<file path="config.mk">
export PLATFORM = sky130hd
export DESIGN_NAME = trap_arbiter_flat
export DESIGN_NICKNAME = d
export VERILOG_FILES = /design/src/rtl/trap_arbiter_if.sv /design/src/rtl/trap_arbiter.sv /design/src/flat_wrapper.sv
export SDC_FILE = /design/constraint.sdc
export NUM_CORES = 1
export LEC_CHECK = 0
export CAP_MARGIN = 20
export CORE_AREA = 2 2 306 308
export CTS_CLUSTER_SIZE = 16
export DETAILED_ROUTE_END_ITERATION = 12
export DIE_AREA = 0 0 308 310
export PLACE_DENSITY = 0.47
export RECOVER_POWER = 100
export SETUP_SLACK_MARGIN = 0.2
export SYNTH_ARGS = -nofsm -noshare
export SYNTH_HDL_FRONTEND = slang
export SYNTH_SLANG_ARGS = --single-unit
</file>
<file path="constraint.sdc">
create_clock -name clk_i -period 3.2 [get_ports clk_i]
set_input_delay 0.96 -clock clk_i [delete_from_list [all_inputs] [get_ports clk_i]]
set_output_delay 0.96 -clock clk_i [all_outputs]
set_load 0.02 [all_outputs]
</file>
<file path="src/rtl/trap_arbiter_if.sv">
// -----------------------------------------------------------------------------
// trap_arbiter_if
//   Groups the commit handshake, the trap strobe/fields toward the CSR trap
//   unit, the fetch redirect handshake and the WFI sleep flag.
//   Signal suffixes (_i/_o) are named from the arbiter's point of view.
//
//   commit_*      : head-of-ROB instruction presented for commit
//   trap_*        : one-cycle trap commit strobe and its epc/tval/cause
//   redirect_*    : fetch redirect request, held until flush_ack_i
//   wfi_sleep_o   : core parked in WFI
//
//   Modports:
//     slave  - the arbiter
//     master - the surrounding core (commit stage / fetch / CSR unit)
// -----------------------------------------------------------------------------
interface trap_arbiter_if #(
  parameter int XLEN = 64
);
  logic            commit_valid_i;
  logic            commit_ready_o;
  logic            commit_exc_i;
  logic            commit_wfi_i;
  logic [5:0]      commit_cause_i;
  logic [XLEN-1:0] commit_pc_i;
  logic [XLEN-1:0] commit_tval_i;

  logic            trap_valid_o;
  logic            trap_m_o;
  logic            trap_s_o;
  logic            trap_async_o;
  logic [XLEN-1:0] trap_pc_o;
  logic [XLEN-1:0] trap_value_o;
  logic [XLEN-1:0] trap_cause_o;

  logic            redirect_valid_o;
  logic [XLEN-1:0] redirect_pc_o;
  logic            flush_ack_i;

  logic            wfi_sleep_o;

  modport slave (
    input  commit_valid_i, commit_exc_i, commit_wfi_i, commit_cause_i,
           commit_pc_i, commit_tval_i, flush_ack_i,
    output commit_ready_o, trap_valid_o, trap_m_o, trap_s_o, trap_async_o,
           trap_pc_o, trap_value_o, trap_cause_o, redirect_valid_o,
           redirect_pc_o, wfi_sleep_o
  );

  modport master (
    output commit_valid_i, commit_exc_i, commit_wfi_i, commit_cause_i,
           commit_pc_i, commit_tval_i, flush_ack_i,
    input  commit_ready_o, trap_valid_o, trap_m_o, trap_s_o, trap_async_o,
           trap_pc_o, trap_value_o, trap_cause_o, redirect_valid_o,
           redirect_pc_o, wfi_sleep_o
  );
endinterface

</file>
<file path="src/rtl/trap_arbiter.sv">
// -----------------------------------------------------------------------------
// trap_arbiter
//   Decides, at each commit, whether the committing instruction traps
//   (synchronous exception) or a pending interrupt is taken at that boundary.
//   Picks the target privilege from the delegation CSRs, strobes the trap into
//   the CSR unit, redirects fetch to the trap vector and owns the WFI sleep.
//
//   Ports:
//     clk_i, arst_ni            : clock, asynchronous active-low reset
//     bus (trap_arbiter_if)     : commit / trap / redirect / wfi_sleep signals
//     priv_i                    : current privilege (0=U, 1=S, 3=M)
//     mstatus_mie_i/_sie_i      : global interrupt enables
//     mip_i, mie_i              : pending / enabled interrupt bits
//     mideleg_i, medeleg_i      : interrupt / exception delegation to S
//     mtvec_i, stvec_i          : trap vector bases (mode in bits [1:0])
// -----------------------------------------------------------------------------
module trap_arbiter #(
  parameter int              XLEN     = 64,
  parameter logic [XLEN-1:0] PC_RESET = '0
) (
  input  logic            clk_i,
  input  logic            arst_ni,
  trap_arbiter_if.slave   bus,
  input  logic [1:0]      priv_i,
  input  logic            mstatus_mie_i,
  input  logic            mstatus_sie_i,
  input  logic [XLEN-1:0] mip_i,
  input  logic [XLEN-1:0] mie_i,
  input  logic [XLEN-1:0] mideleg_i,
  input  logic [XLEN-1:0] medeleg_i,
  input  logic [XLEN-1:0] mtvec_i,
  input  logic [XLEN-1:0] stvec_i
);

  // Only the six standard M/S interrupt lines participate (bits 1,3,5,7,9,11).
  localparam logic [XLEN-1:0] IRQ_MASK = XLEN'(12'hAAA);

  typedef enum logic [1:0] {
    S_RUN   = 2'd0,
    S_ISSUE = 2'd1,
    S_FLUSH = 2'd2,
    S_WFI   = 2'd3
  } state_t;

  state_t          r_state;
  logic            r_commit_ready;
  logic            r_trap_valid;
  logic            r_trap_m;
  logic            r_trap_s;
  logic            r_trap_async;
  logic [XLEN-1:0] r_trap_pc;
  logic [XLEN-1:0] r_trap_value;
  logic [XLEN-1:0] r_trap_cause;
  logic            r_redirect_valid;
  logic [XLEN-1:0] r_redirect_pc;
  logic            r_wfi_sleep;
  logic [XLEN-1:0] r_wake_pc;

  logic [XLEN-1:0] w_pend;
  logic [XLEN-1:0] w_elig;
  logic            w_irq_take;
  logic [5:0]      w_irq_code;
  logic            w_irq_to_s;
  logic            w_exc_to_s;
  logic            w_ld_s;
  logic [5:0]      w_ld_code;
  logic [XLEN-1:0] w_ld_tval;
  logic [XLEN-1:0] w_ld_epc;
  logic [XLEN-1:0] w_ld_vec;

  // Vectored mode (tvec[1:0]==1) only offsets asynchronous traps.
  function automatic logic [XLEN-1:0] trap_vector(input logic [XLEN-1:0] tvec,
                                                  input logic            is_async,
                                                  input logic [5:0]      code);
    logic [XLEN-1:0] base;
    base = {tvec[XLEN-1:2], 2'b00};
    if (is_async && (tvec[1:0] == 2'b01))
      trap_vector = base + (XLEN'(code) << 2);
    else
      trap_vector = base;
  endfunction

  assign w_pend = mip_i & mie_i & IRQ_MASK;

  // A delegated interrupt is only visible below S (or in S with SIE);
  // a non-delegated one is visible below M (or in M with MIE).
  always_comb begin
    w_elig = '0;
    for (int b = 0; b < XLEN; b++) begin
      if (IRQ_MASK[b]) begin
        if (mideleg_i[b])
          w_elig[b] = w_pend[b] && ((priv_i == 2'd0) || ((priv_i == 2'd1) && mstatus_sie_i));
        else
          w_elig[b] = w_pend[b] && ((priv_i != 2'd3) || mstatus_mie_i);
      end
    end
  end

  always_comb begin
    w_irq_take = 1'b1;
    w_irq_code = 6'd0;
    if      (w_elig[11]) w_irq_code = 6'd11;
    else if (w_elig[3])  w_irq_code = 6'd3;
    else if (w_elig[7])  w_irq_code = 6'd7;
    else if (w_elig[9])  w_irq_code = 6'd9;
    else if (w_elig[1])  w_irq_code = 6'd1;
    else if (w_elig[5])  w_irq_code = 6'd5;
    else                 w_irq_take = 1'b0;
  end

  assign w_irq_to_s = mideleg_i[w_irq_code];
  assign w_exc_to_s = medeleg_i[bus.commit_cause_i] && (priv_i != 2'd3);

  // Fields loaded on a trap decision; interrupts win over the exception.
  // Out of WFI only the interrupt path ever loads, with the wake PC as epc.
  assign w_ld_s    = w_irq_take ? w_irq_to_s : w_exc_to_s;
  assign w_ld_code = w_irq_take ? w_irq_code : bus.commit_cause_i;
  assign w_ld_tval = w_irq_take ? '0 : bus.commit_tval_i;
  assign w_ld_epc  = (r_state == S_WFI) ? r_wake_pc : bus.commit_pc_i;
  assign w_ld_vec  = trap_vector(w_ld_s ? stvec_i : mtvec_i, w_irq_take, w_ld_code);

  always_ff @(posedge clk_i or negedge arst_ni) begin
    if (!arst_ni) begin
      r_state          <= S_RUN;
      r_commit_ready   <= 1'b1;
      r_trap_valid     <= 1'b0;
      r_trap_m         <= 1'b0;
      r_trap_s         <= 1'b0;
      r_trap_async     <= 1'b0;
      r_trap_pc        <= '0;
      r_trap_value     <= '0;
      r_trap_cause     <= '0;
      r_redirect_valid <= 1'b0;
      r_redirect_pc    <= PC_RESET;
      r_wfi_sleep      <= 1'b0;
      r_wake_pc        <= '0;
    end else begin
      case (r_state)
        S_RUN: begin
          if (bus.commit_valid_i) begin
            if (w_irq_take || bus.commit_exc_i) begin
              r_state          <= S_ISSUE;
              r_commit_ready   <= 1'b0;
              r_trap_valid     <= 1'b1;
              r_trap_m         <= ~w_ld_s;
              r_trap_s         <= w_ld_s;
              r_trap_async     <= w_irq_take;
              r_trap_pc        <= w_ld_epc;
              r_trap_value     <= w_ld_tval;
              r_trap_cause     <= XLEN'(w_ld_code);
              r_redirect_valid <= 1'b1;
              r_redirect_pc    <= w_ld_vec;
            end else if (bus.commit_wfi_i) begin
              r_state        <= S_WFI;
              r_commit_ready <= 1'b0;
              r_wfi_sleep    <= 1'b1;
              r_wake_pc      <= bus.commit_pc_i + XLEN'(4);
            end
          end
        end
        S_ISSUE: begin
          r_trap_valid <= 1'b0;
          r_trap_m     <= 1'b0;
          r_trap_s     <= 1'b0;
          r_trap_async <= 1'b0;
          if (bus.flush_ack_i) begin
            r_state          <= S_RUN;
            r_commit_ready   <= 1'b1;
            r_redirect_valid <= 1'b0;
          end else begin
            r_state <= S_FLUSH;
          end
        end
        S_FLUSH: begin
          if (bus.flush_ack_i) begin
            r_state          <= S_RUN;
            r_commit_ready   <= 1'b1;
            r_redirect_valid <= 1'b0;
          end
        end
        S_WFI: begin
          // Any pending+enabled line wakes the core, even if globally masked.
          if (|w_pend) begin
            r_wfi_sleep      <= 1'b0;
            r_redirect_valid <= 1'b1;
            if (w_irq_take) begin
              r_state       <= S_ISSUE;
              r_trap_valid  <= 1'b1;
              r_trap_m      <= ~w_ld_s;
              r_trap_s      <= w_ld_s;
              r_trap_async  <= 1'b1;
              r_trap_pc     <= w_ld_epc;
              r_trap_value  <= w_ld_tval;
              r_trap_cause  <= XLEN'(w_ld_code);
              r_redirect_pc <= w_ld_vec;
            end else begin
              r_state       <= S_FLUSH;
              r_redirect_pc <= r_wake_pc;
            end
          end
        end
        default: r_state <= S_RUN;
      endcase
    end
  end

  assign bus.commit_ready_o   = r_commit_ready;
  assign bus.trap_valid_o     = r_trap_valid;
  assign bus.trap_m_o         = r_trap_m;
  assign bus.trap_s_o         = r_trap_s;
  assign bus.trap_async_o     = r_trap_async;
  assign bus.trap_pc_o        = r_trap_pc;
  assign bus.trap_value_o     = r_trap_value;
  assign bus.trap_cause_o     = r_trap_cause;
  assign bus.redirect_valid_o = r_redirect_valid;
  assign bus.redirect_pc_o    = r_redirect_pc;
  assign bus.wfi_sleep_o      = r_wfi_sleep;

endmodule

</file>
<file path="src/flat_wrapper.sv">
// flat-port wrapper written by rule: the top's interface ports become plain ports
module trap_arbiter_flat 
#(
  parameter int              XLEN     = 64,
  parameter logic [XLEN-1:0] PC_RESET = '0
)
  (clk_i, arst_ni, priv_i, mstatus_mie_i, mstatus_sie_i, mip_i, mie_i, mideleg_i, medeleg_i, mtvec_i, stvec_i, bus_commit_valid_i, bus_commit_exc_i, bus_commit_wfi_i, bus_commit_cause_i, bus_commit_pc_i, bus_commit_tval_i, bus_flush_ack_i, bus_commit_ready_o, bus_trap_valid_o, bus_trap_m_o, bus_trap_s_o, bus_trap_async_o, bus_trap_pc_o, bus_trap_value_o, bus_trap_cause_o, bus_redirect_valid_o, bus_redirect_pc_o, bus_wfi_sleep_o);
  trap_arbiter_if #(.XLEN(XLEN)) bus_i ();
  input  logic clk_i;
  input  logic arst_ni;
  input  logic [1:0] priv_i;
  input  logic mstatus_mie_i;
  input  logic mstatus_sie_i;
  input  logic [XLEN-1:0] mip_i;
  input  logic [XLEN-1:0] mie_i;
  input  logic [XLEN-1:0] mideleg_i;
  input  logic [XLEN-1:0] medeleg_i;
  input  logic [XLEN-1:0] mtvec_i;
  input  logic [XLEN-1:0] stvec_i;
  input wire logic [$bits(bus_i.commit_valid_i)-1:0] bus_commit_valid_i;
  input wire logic [$bits(bus_i.commit_exc_i)-1:0] bus_commit_exc_i;
  input wire logic [$bits(bus_i.commit_wfi_i)-1:0] bus_commit_wfi_i;
  input wire logic [$bits(bus_i.commit_cause_i)-1:0] bus_commit_cause_i;
  input wire logic [$bits(bus_i.commit_pc_i)-1:0] bus_commit_pc_i;
  input wire logic [$bits(bus_i.commit_tval_i)-1:0] bus_commit_tval_i;
  input wire logic [$bits(bus_i.flush_ack_i)-1:0] bus_flush_ack_i;
  output wire logic [$bits(bus_i.commit_ready_o)-1:0] bus_commit_ready_o;
  output wire logic [$bits(bus_i.trap_valid_o)-1:0] bus_trap_valid_o;
  output wire logic [$bits(bus_i.trap_m_o)-1:0] bus_trap_m_o;
  output wire logic [$bits(bus_i.trap_s_o)-1:0] bus_trap_s_o;
  output wire logic [$bits(bus_i.trap_async_o)-1:0] bus_trap_async_o;
  output wire logic [$bits(bus_i.trap_pc_o)-1:0] bus_trap_pc_o;
  output wire logic [$bits(bus_i.trap_value_o)-1:0] bus_trap_value_o;
  output wire logic [$bits(bus_i.trap_cause_o)-1:0] bus_trap_cause_o;
  output wire logic [$bits(bus_i.redirect_valid_o)-1:0] bus_redirect_valid_o;
  output wire logic [$bits(bus_i.redirect_pc_o)-1:0] bus_redirect_pc_o;
  output wire logic [$bits(bus_i.wfi_sleep_o)-1:0] bus_wfi_sleep_o;
  assign bus_i.commit_valid_i = bus_commit_valid_i;
  assign bus_i.commit_exc_i = bus_commit_exc_i;
  assign bus_i.commit_wfi_i = bus_commit_wfi_i;
  assign bus_i.commit_cause_i = bus_commit_cause_i;
  assign bus_i.commit_pc_i = bus_commit_pc_i;
  assign bus_i.commit_tval_i = bus_commit_tval_i;
  assign bus_i.flush_ack_i = bus_flush_ack_i;
  assign bus_commit_ready_o = bus_i.commit_ready_o;
  assign bus_trap_valid_o = bus_i.trap_valid_o;
  assign bus_trap_m_o = bus_i.trap_m_o;
  assign bus_trap_s_o = bus_i.trap_s_o;
  assign bus_trap_async_o = bus_i.trap_async_o;
  assign bus_trap_pc_o = bus_i.trap_pc_o;
  assign bus_trap_value_o = bus_i.trap_value_o;
  assign bus_trap_cause_o = bus_i.trap_cause_o;
  assign bus_redirect_valid_o = bus_i.redirect_valid_o;
  assign bus_redirect_pc_o = bus_i.redirect_pc_o;
  assign bus_wfi_sleep_o = bus_i.wfi_sleep_o;
  trap_arbiter #(.XLEN(XLEN), .PC_RESET(PC_RESET)) u_core (.clk_i(clk_i), .arst_ni(arst_ni), .bus(bus_i), .priv_i(priv_i), .mstatus_mie_i(mstatus_mie_i), .mstatus_sie_i(mstatus_sie_i), .mip_i(mip_i), .mie_i(mie_i), .mideleg_i(mideleg_i), .medeleg_i(medeleg_i), .mtvec_i(mtvec_i), .stvec_i(stvec_i));
endmodule
</file>
Word-level counts from Yosys, hierarchy flattened --
Index checks and enable logic that the tools add are counted.
Word-level totals: register bits 329, bits of input ports 528, output and inout bits 263
Operators by class: add/sub/neg operators 2, magnitude comparators 2, equality and inequality tests 15, multiplexer cells 87, bitwise gates (word level) 3, reductions and logical operators 33
Operator list (count):
- two-way mux 64 bit | 20
- case mux 64 bit (2 select lines) | 4
- adder 64 x 3 -> 64 bit (second input constant) | 1
- adder 64 x 8 -> 64 bit | 1
- two-way mux 1 bit | 39
- two-way mux 6 bit | 6
- AND reduction 4 bit | 5
- logical AND 1 bit | 15
- case mux 1 bit (3 select lines) | 5
- AND reduction 5 bit | 3
- < comparator 6 x 7 -> 1 bit (second input constant) | 2
- two-way mux 2 bit | 7
- AND 12 bit | 1
- binary-select mux 1 bit (select 6 bit) | 2
- != test 2 bit (second input constant) | 6
- case mux 2 bit (4 select lines) | 1
- == test 2 x 1 -> 1 bit (second input constant) | 3
- != test 2 x 1 -> 1 bit (second input constant) | 3
- OR reduction 6 bit | 1
- == test 2 bit (second input constant) | 2
- logical NOT 2 bit | 2
- case mux 1 bit (2 select lines) | 2
- nonzero test 2 bit | 2
- logical OR 1 bit | 3
- 5 further kinds | 6

Logic depth before layout (Yosys ltp) --
word-level depth 21, mapped depth 27, depth with buffers taken out 21

Worst setup path before layout --
OpenSTA, ideal clock, no wires.
path type in2reg, start point in bus_commit_cause_i[2], end point reg u_core.r_redirect_pc[46], in the netlist u_core.bus.redirect_pc_o[46], arrival time 5735 ps, path slack -2661 ps, stages on the path 26, path through buf_2 buf_2 mux4_2 mux2_2 nand2_1 o2111ai_1 o2111ai_2 o31ai_4 buf_6 buf_2 mux2_2 ha_1 inv_1 fa_1 nor2b_1 o21ai_0 a21oi_1 o21ai_0 nand2b_1 or4b_4 and2_4 buf_6 nor4_1 xnor2_1 mux2i_1 a221o_1
Between the ends: longest elaborated chain between the ends 11, elaborated cells on any way between the ends 15
Ends and longest elaborated chain:
- start, declared | RTL line flat_wrapper.sv:23 | input wire logic [$bits(bus_i.commit_cause_i)-1:0] bus_commit_cause_i;
- parallel branches: the longest is 7 deep, another holds adder 64 x 8 -> 64 bit
- two-way mux 64 bit (*) | RTL line trap_arbiter.sv:77 | if (is_async && (tvec[1:0] == 2'b01))
- two-way mux 64 bit (on tied branches) | RTL line trap_arbiter.sv:186, trap_arbiter.sv:141
- two-way mux 64 bit (on tied branches) | RTL line trap_arbiter.sv:183, trap_arbiter.sv:140
- case mux 64 bit (2 select lines) (*) | RTL line trap_arbiter.sv:138 | case (r_state)
- end signal, assigned | RTL line trap_arbiter.sv:152 | r_redirect_pc <= w_ld_vec;
- end signal, assigned | RTL line trap_arbiter.sv:195 | r_redirect_pc <= w_ld_vec;
- end signal, assigned | RTL line trap_arbiter.sv:198 | r_redirect_pc <= r_wake_pc;
- end, declared | RTL line trap_arbiter.sv:55 | logic [XLEN-1:0] r_redirect_pc;
Mark *: on every way between the ends. The select of a mux whose other input is x is not followed. A chain may end at the register's enable or synchronous reset.

Worst setup path after layout --
start point in medeleg_i[31], end point reg u_core.r_redirect_pc[46], in the netlist u_core.bus.redirect_pc_o[46]
Between the ends: longest elaborated chain between the ends 11, elaborated cells on any way between the ends 14
Ends and longest elaborated chain:
- start, declared | RTL line flat_wrapper.sv:17 | input logic [XLEN-1:0] medeleg_i;
- binary-select mux 1 bit (select 6 bit) (*) | RTL line trap_arbiter.sv:112 | assign w_exc_to_s = medeleg_i[bus.commit_cause_i] && (priv_i != 2'd3);
- two-way mux 1 bit (implied by the code) (*) | RTL line trap_arbiter.sv:112
- logical AND 1 bit (*) | RTL line trap_arbiter.sv:112
- two-way mux 1 bit (*) | RTL line trap_arbiter.sv:116 | assign w_ld_s = w_irq_take ? w_irq_to_s : w_exc_to_s;
- two-way mux 64 bit (*) | RTL line trap_arbiter.sv:120 | assign w_ld_vec = trap_vector(w_ld_s ? stvec_i : mtvec_i, w_irq_take, w_ld_code);
- parallel branches: the longest is 2 deep, another holds adder 64 x 8 -> 64 bit
- two-way mux 64 bit (*) | RTL line trap_arbiter.sv:77
- two-way mux 64 bit (on tied branches) | RTL line trap_arbiter.sv:186, trap_arbiter.sv:141
- two-way mux 64 bit (on tied branches) | RTL line trap_arbiter.sv:183, trap_arbiter.sv:140
- case mux 64 bit (2 select lines) (*) | RTL line trap_arbiter.sv:138
Marked as above.

==> flow_summary.json <==
{
  "status": "complete, but fails checks",
  "failed_checks": "setup timing",
  "via_count": 17660,
  "track_usage_pct": 17.47,
  "drt-total-wl_mm": 86.78,
  "cp.required_ns": 3.65,
  "cp_data_arrival_time_ns": 5.46,
  "top_layer": "met5",
  "cts_buffers": 38,
  "detailroute.wirelength.met2_mm": 39.60,
  "synthTopCellsByCount": "nand2_1, dfrtp_1, o21ai_0, nand3_1, mux2i_1",
  "num-nets-final": 3422,
  "postRouteAntennaNets": 0,
  "wl_per_cell_um": 21.08,
  "die_w_um": 308,
  "grt_first_pass_wirelength_mm": 121.8,
  "synth_seq_cells": 271,
  "r2r_cells": 14,
  "syn_area_per_cell_um2": 8.639,
  "final_layout_size_suffix_gt1_share_pct": 24.13,
  "synth-edff-count": 0,
  "post-route-period-util_pct": 156.5,
  "cts_tree": "yes",
  "rows": 112,
  "holdPathStages": 2,
  "pin_count": 791,
  "clock_latency_ns": 0.58,
  "min_from": "u_core.bus.trap_value_o[36]",
  "rsz0062_at_grt": "true",
  "fin_skew_ns": 0.02092,
  "synth_cells": 1950,
  "drv_cap": 0,
  "drt_iter0_drc": 861,
  "worstSetupPathType": "in -> reg",
  "fin_ws_ns": -1.809,
  "synth_cell_types": 76,
  "grt_pass1_vias": 17840,
  "yosys.area.top_type": "dfrtp_1",
  "worst_pin_slew_ns": 1.369,
  "hp-class": "reg -> reg",
  "dr.pass1.iters": 6,
  "ctsRootBufferMaster": "clkbuf_16",
  "clock_path_buffers": 3,
  "synth_warnings": 0,
  "path_max_fanout": 5,
  "gp_congestion": 0.8777,
  "clock_sinks": 271,
  "wl_met1_mm": 37.22,
  "worst_setup_path_start_kind": "input pin",
  "synthFlopType": "dfrtp_1",
  "hold_ws_ns": 0.4567,
  "yosys-top-cells-area": "dfrtp_1, nand2_1, mux2i_1",
  "coreArea_um2": 92490,
  "synthArstFlopShare_pct": 100.0,
  "clk_pin_slew_ns": 0.06,
  "slew_viol_final": 0,
  "synth_top_area_share_pct": 40.11,
  "r2r_slack_ns": 0.10,
  "whs_endpoint": "u_core.bus.trap_value_o[36]",
  "die_y_um": 310,
  "ir_drop_uv": 409.4,
  "r2r_start": "u_core.r_state[0]",
  "grt_max_degree": 98,
  "vias_per_cell": 4.290,
  "p_leak_uw": 0.01331,
  "finalCriticalPeriod_ns": 5.009,
  "areaGrowthSynthToFinish_pct": 74.64,
  "met3_length_mm": 7.993,
  "fmaxAchievable_ghz": 0.1996,
  "portBuffers": 559,
  "grt_overflow_total": 0,
  "dieArea_um2": 95480,
  "setup_violations": 172,
  "netlist_area_um2": 16850,
  "powerDensity_nw_per_um2": 757.3,
  "start_util_pct": 18.21,
  "htreeDepth": 2,
  "slew-limit-headroom_pct": 8.710,
  "hold_violations": 0,
  "antenna_found_initial": 29,
  "seq_area_frac_synth_pct": 40.26,
  "r2r_end": "u_core.bus.redirect_pc_o[24]",
  "hpwl_mm": 68.31,
  "drcViolationCount": 0,
  "synth_most_common_cell": "nand2_1",
  "tns_ns": -100.02,
  "critPathCaptureType": "register"
}
worst max-delay path by stage:
stage | cells past startpoint | from | endpoint | slack (ns)
2_1_floorplan | 24 | priv_i[0] | u_core.bus.redirect_pc_o[62] | -2.41
3_3_place_gp | 24 | bus_commit_cause_i[2] | u_core.bus.redirect_pc_o[26] | -2.95
3_5_place_dp | 24 | bus_commit_cause_i[2] | u_core.bus.redirect_pc_o[26] | -2.96
4_1_cts | 24 | bus_commit_cause_i[0] | u_core.bus.redirect_pc_o[62] | -1.76
5_1_grt | 26 | bus_commit_cause_i[0] | u_core.bus.redirect_pc_o[28] | -1.93
6_report | 24 | medeleg_i[31] | u_core.bus.redirect_pc_o[46] | -1.81
per-layer routing:
| metal | track usage [%] | vias up |
|---|---|---|
| li1 | - | 8588 |
| met1 | 21.77 | 8353 |
| met2 | 28.41 | 567 |
| met3 | 6.593 | 119 |
| met4 | 4.220 | 32 |
| met5 | 0 | - |
final cells by class:
class	count	area, um^2
tap	1197	1498
clock inverter	14	175.2
clock buffer	54	1122
inverter	20	77.57
multi-input combinational	1545	10250
sequential	271	6783
fill	9710	63070
antenna	10	25.02
timing repair buffer	1005	9490
cell families (layout without fill, tap and decap cells):
group / Yosys count / after routing / share of synthesized area (%)
other: 1 / 68 / 0.02226
xor gates and xnor gates: 124 / 124 / 6.447
and+or+nand+nor: 825 / 826 / 22.71
adders and majority gates: 13 / 13 / 1.010
buffers and inverters: 192 / 1093 / 6.016
muxes: 172 / 172 / 11.48
DFF: 271 / 271 / 40.26
AOI/OAI and AO/OA: 352 / 352 / 12.05
through the flow:
stage               util, %  instance area [um^2]  cells  setup slack [ns]  total power, uW
finish                31.81                 29420   4116            -1.809            22280
global route          31.79                 29400   4108            -1.934            23850
CTS                   31.57                 29200   4079            -1.761            22940
detailed placement    28.95                 26780   3969            -2.960            17810
global placement      28.95                 26780   3969            -2.948            17770
floorplan                 -                 17390   2007            -2.406            11440
cells in the final DEF, fill, tap and decap left out, drive strengths merged, types with 9 or more instances in the layout:
cell type / count
mux2i: 134
nand4: 30
a31oi: 10
buf: 426
nor2: 100
o21ai: 190
clkbuf: 84
dlygate4sd2: 68
nand2: 385
nor2b: 14
a21oi: 86
nor4: 13
nand3: 142
inv: 23
conb: 58
ha: 12
clkdlybuf4s50: 255
o22ai: 9
dlymetal6s2s: 13
nand3b: 11
xnor2: 60
dlygate4sd3: 205
xor2: 64
and3: 65
mux4: 14
diode: 10
nor3: 18
dfrtp: 270
and2: 11
mux2: 24
or3: 11
sequential cells by signal (all words and copies together), names as in the netlist:
name,flops
u_core.bus.redirect_pc_o,64
u_core.bus.trap_pc_o,64
u_core.bus.trap_value_o,64
u_core.r_wake_pc,64
u_core.bus.trap_cause_o,6
u_core.r_state,2
u_core.bus.commit_ready_o,1
u_core.bus.redirect_valid_o,1
u_core.bus.trap_async_o,1
u_core.bus.trap_m_o,1
u_core.bus.trap_s_o,1
u_core.bus.trap_valid_o,1
u_core.bus.wfi_sleep_o,1
critical path, cell delays in order:
cell           delay (ns)
dlygate4sd2_1        0.24
mux4_2               0.47
a22oi_2              0.19
and3_4               0.20
o2111ai_2            0.11
o2111ai_2            0.14
o31ai_4              0.12
buf_12               0.15
mux2_4               0.21
ha_4                 0.14
inv_4                0.03
fa_2                 0.37
nor2b_4              0.13
o21ai_2              0.06
a21oi_2              0.14
o21ai_1              0.07
nand2b_1             0.11
or4b_4               0.52
and2_4               0.25
buf_12               0.15
nor4_4               0.13
xnor2_1              0.14
mux2i_1              0.09
a221o_1              0.31
where the power goes:
group          leakage (uW)  switching, uW  total, uW  internal [uW]
registers           0.00340           1070       6110           5040
clock network      0.000634           1810       4510           2700
logic               0.00927           6530      11700           5130
repair_timing:
action | in CTS | in global routing
gates cloned | 5 | 2
hold buffers | 0 | 0
setup endpoints to repair | 252 | 149
pin swaps | 143 | 69
buffers inserted | 37 | 25
gates resized for setup | 304 | 61
Note: power is estimated with default switching activity, not from simulation.
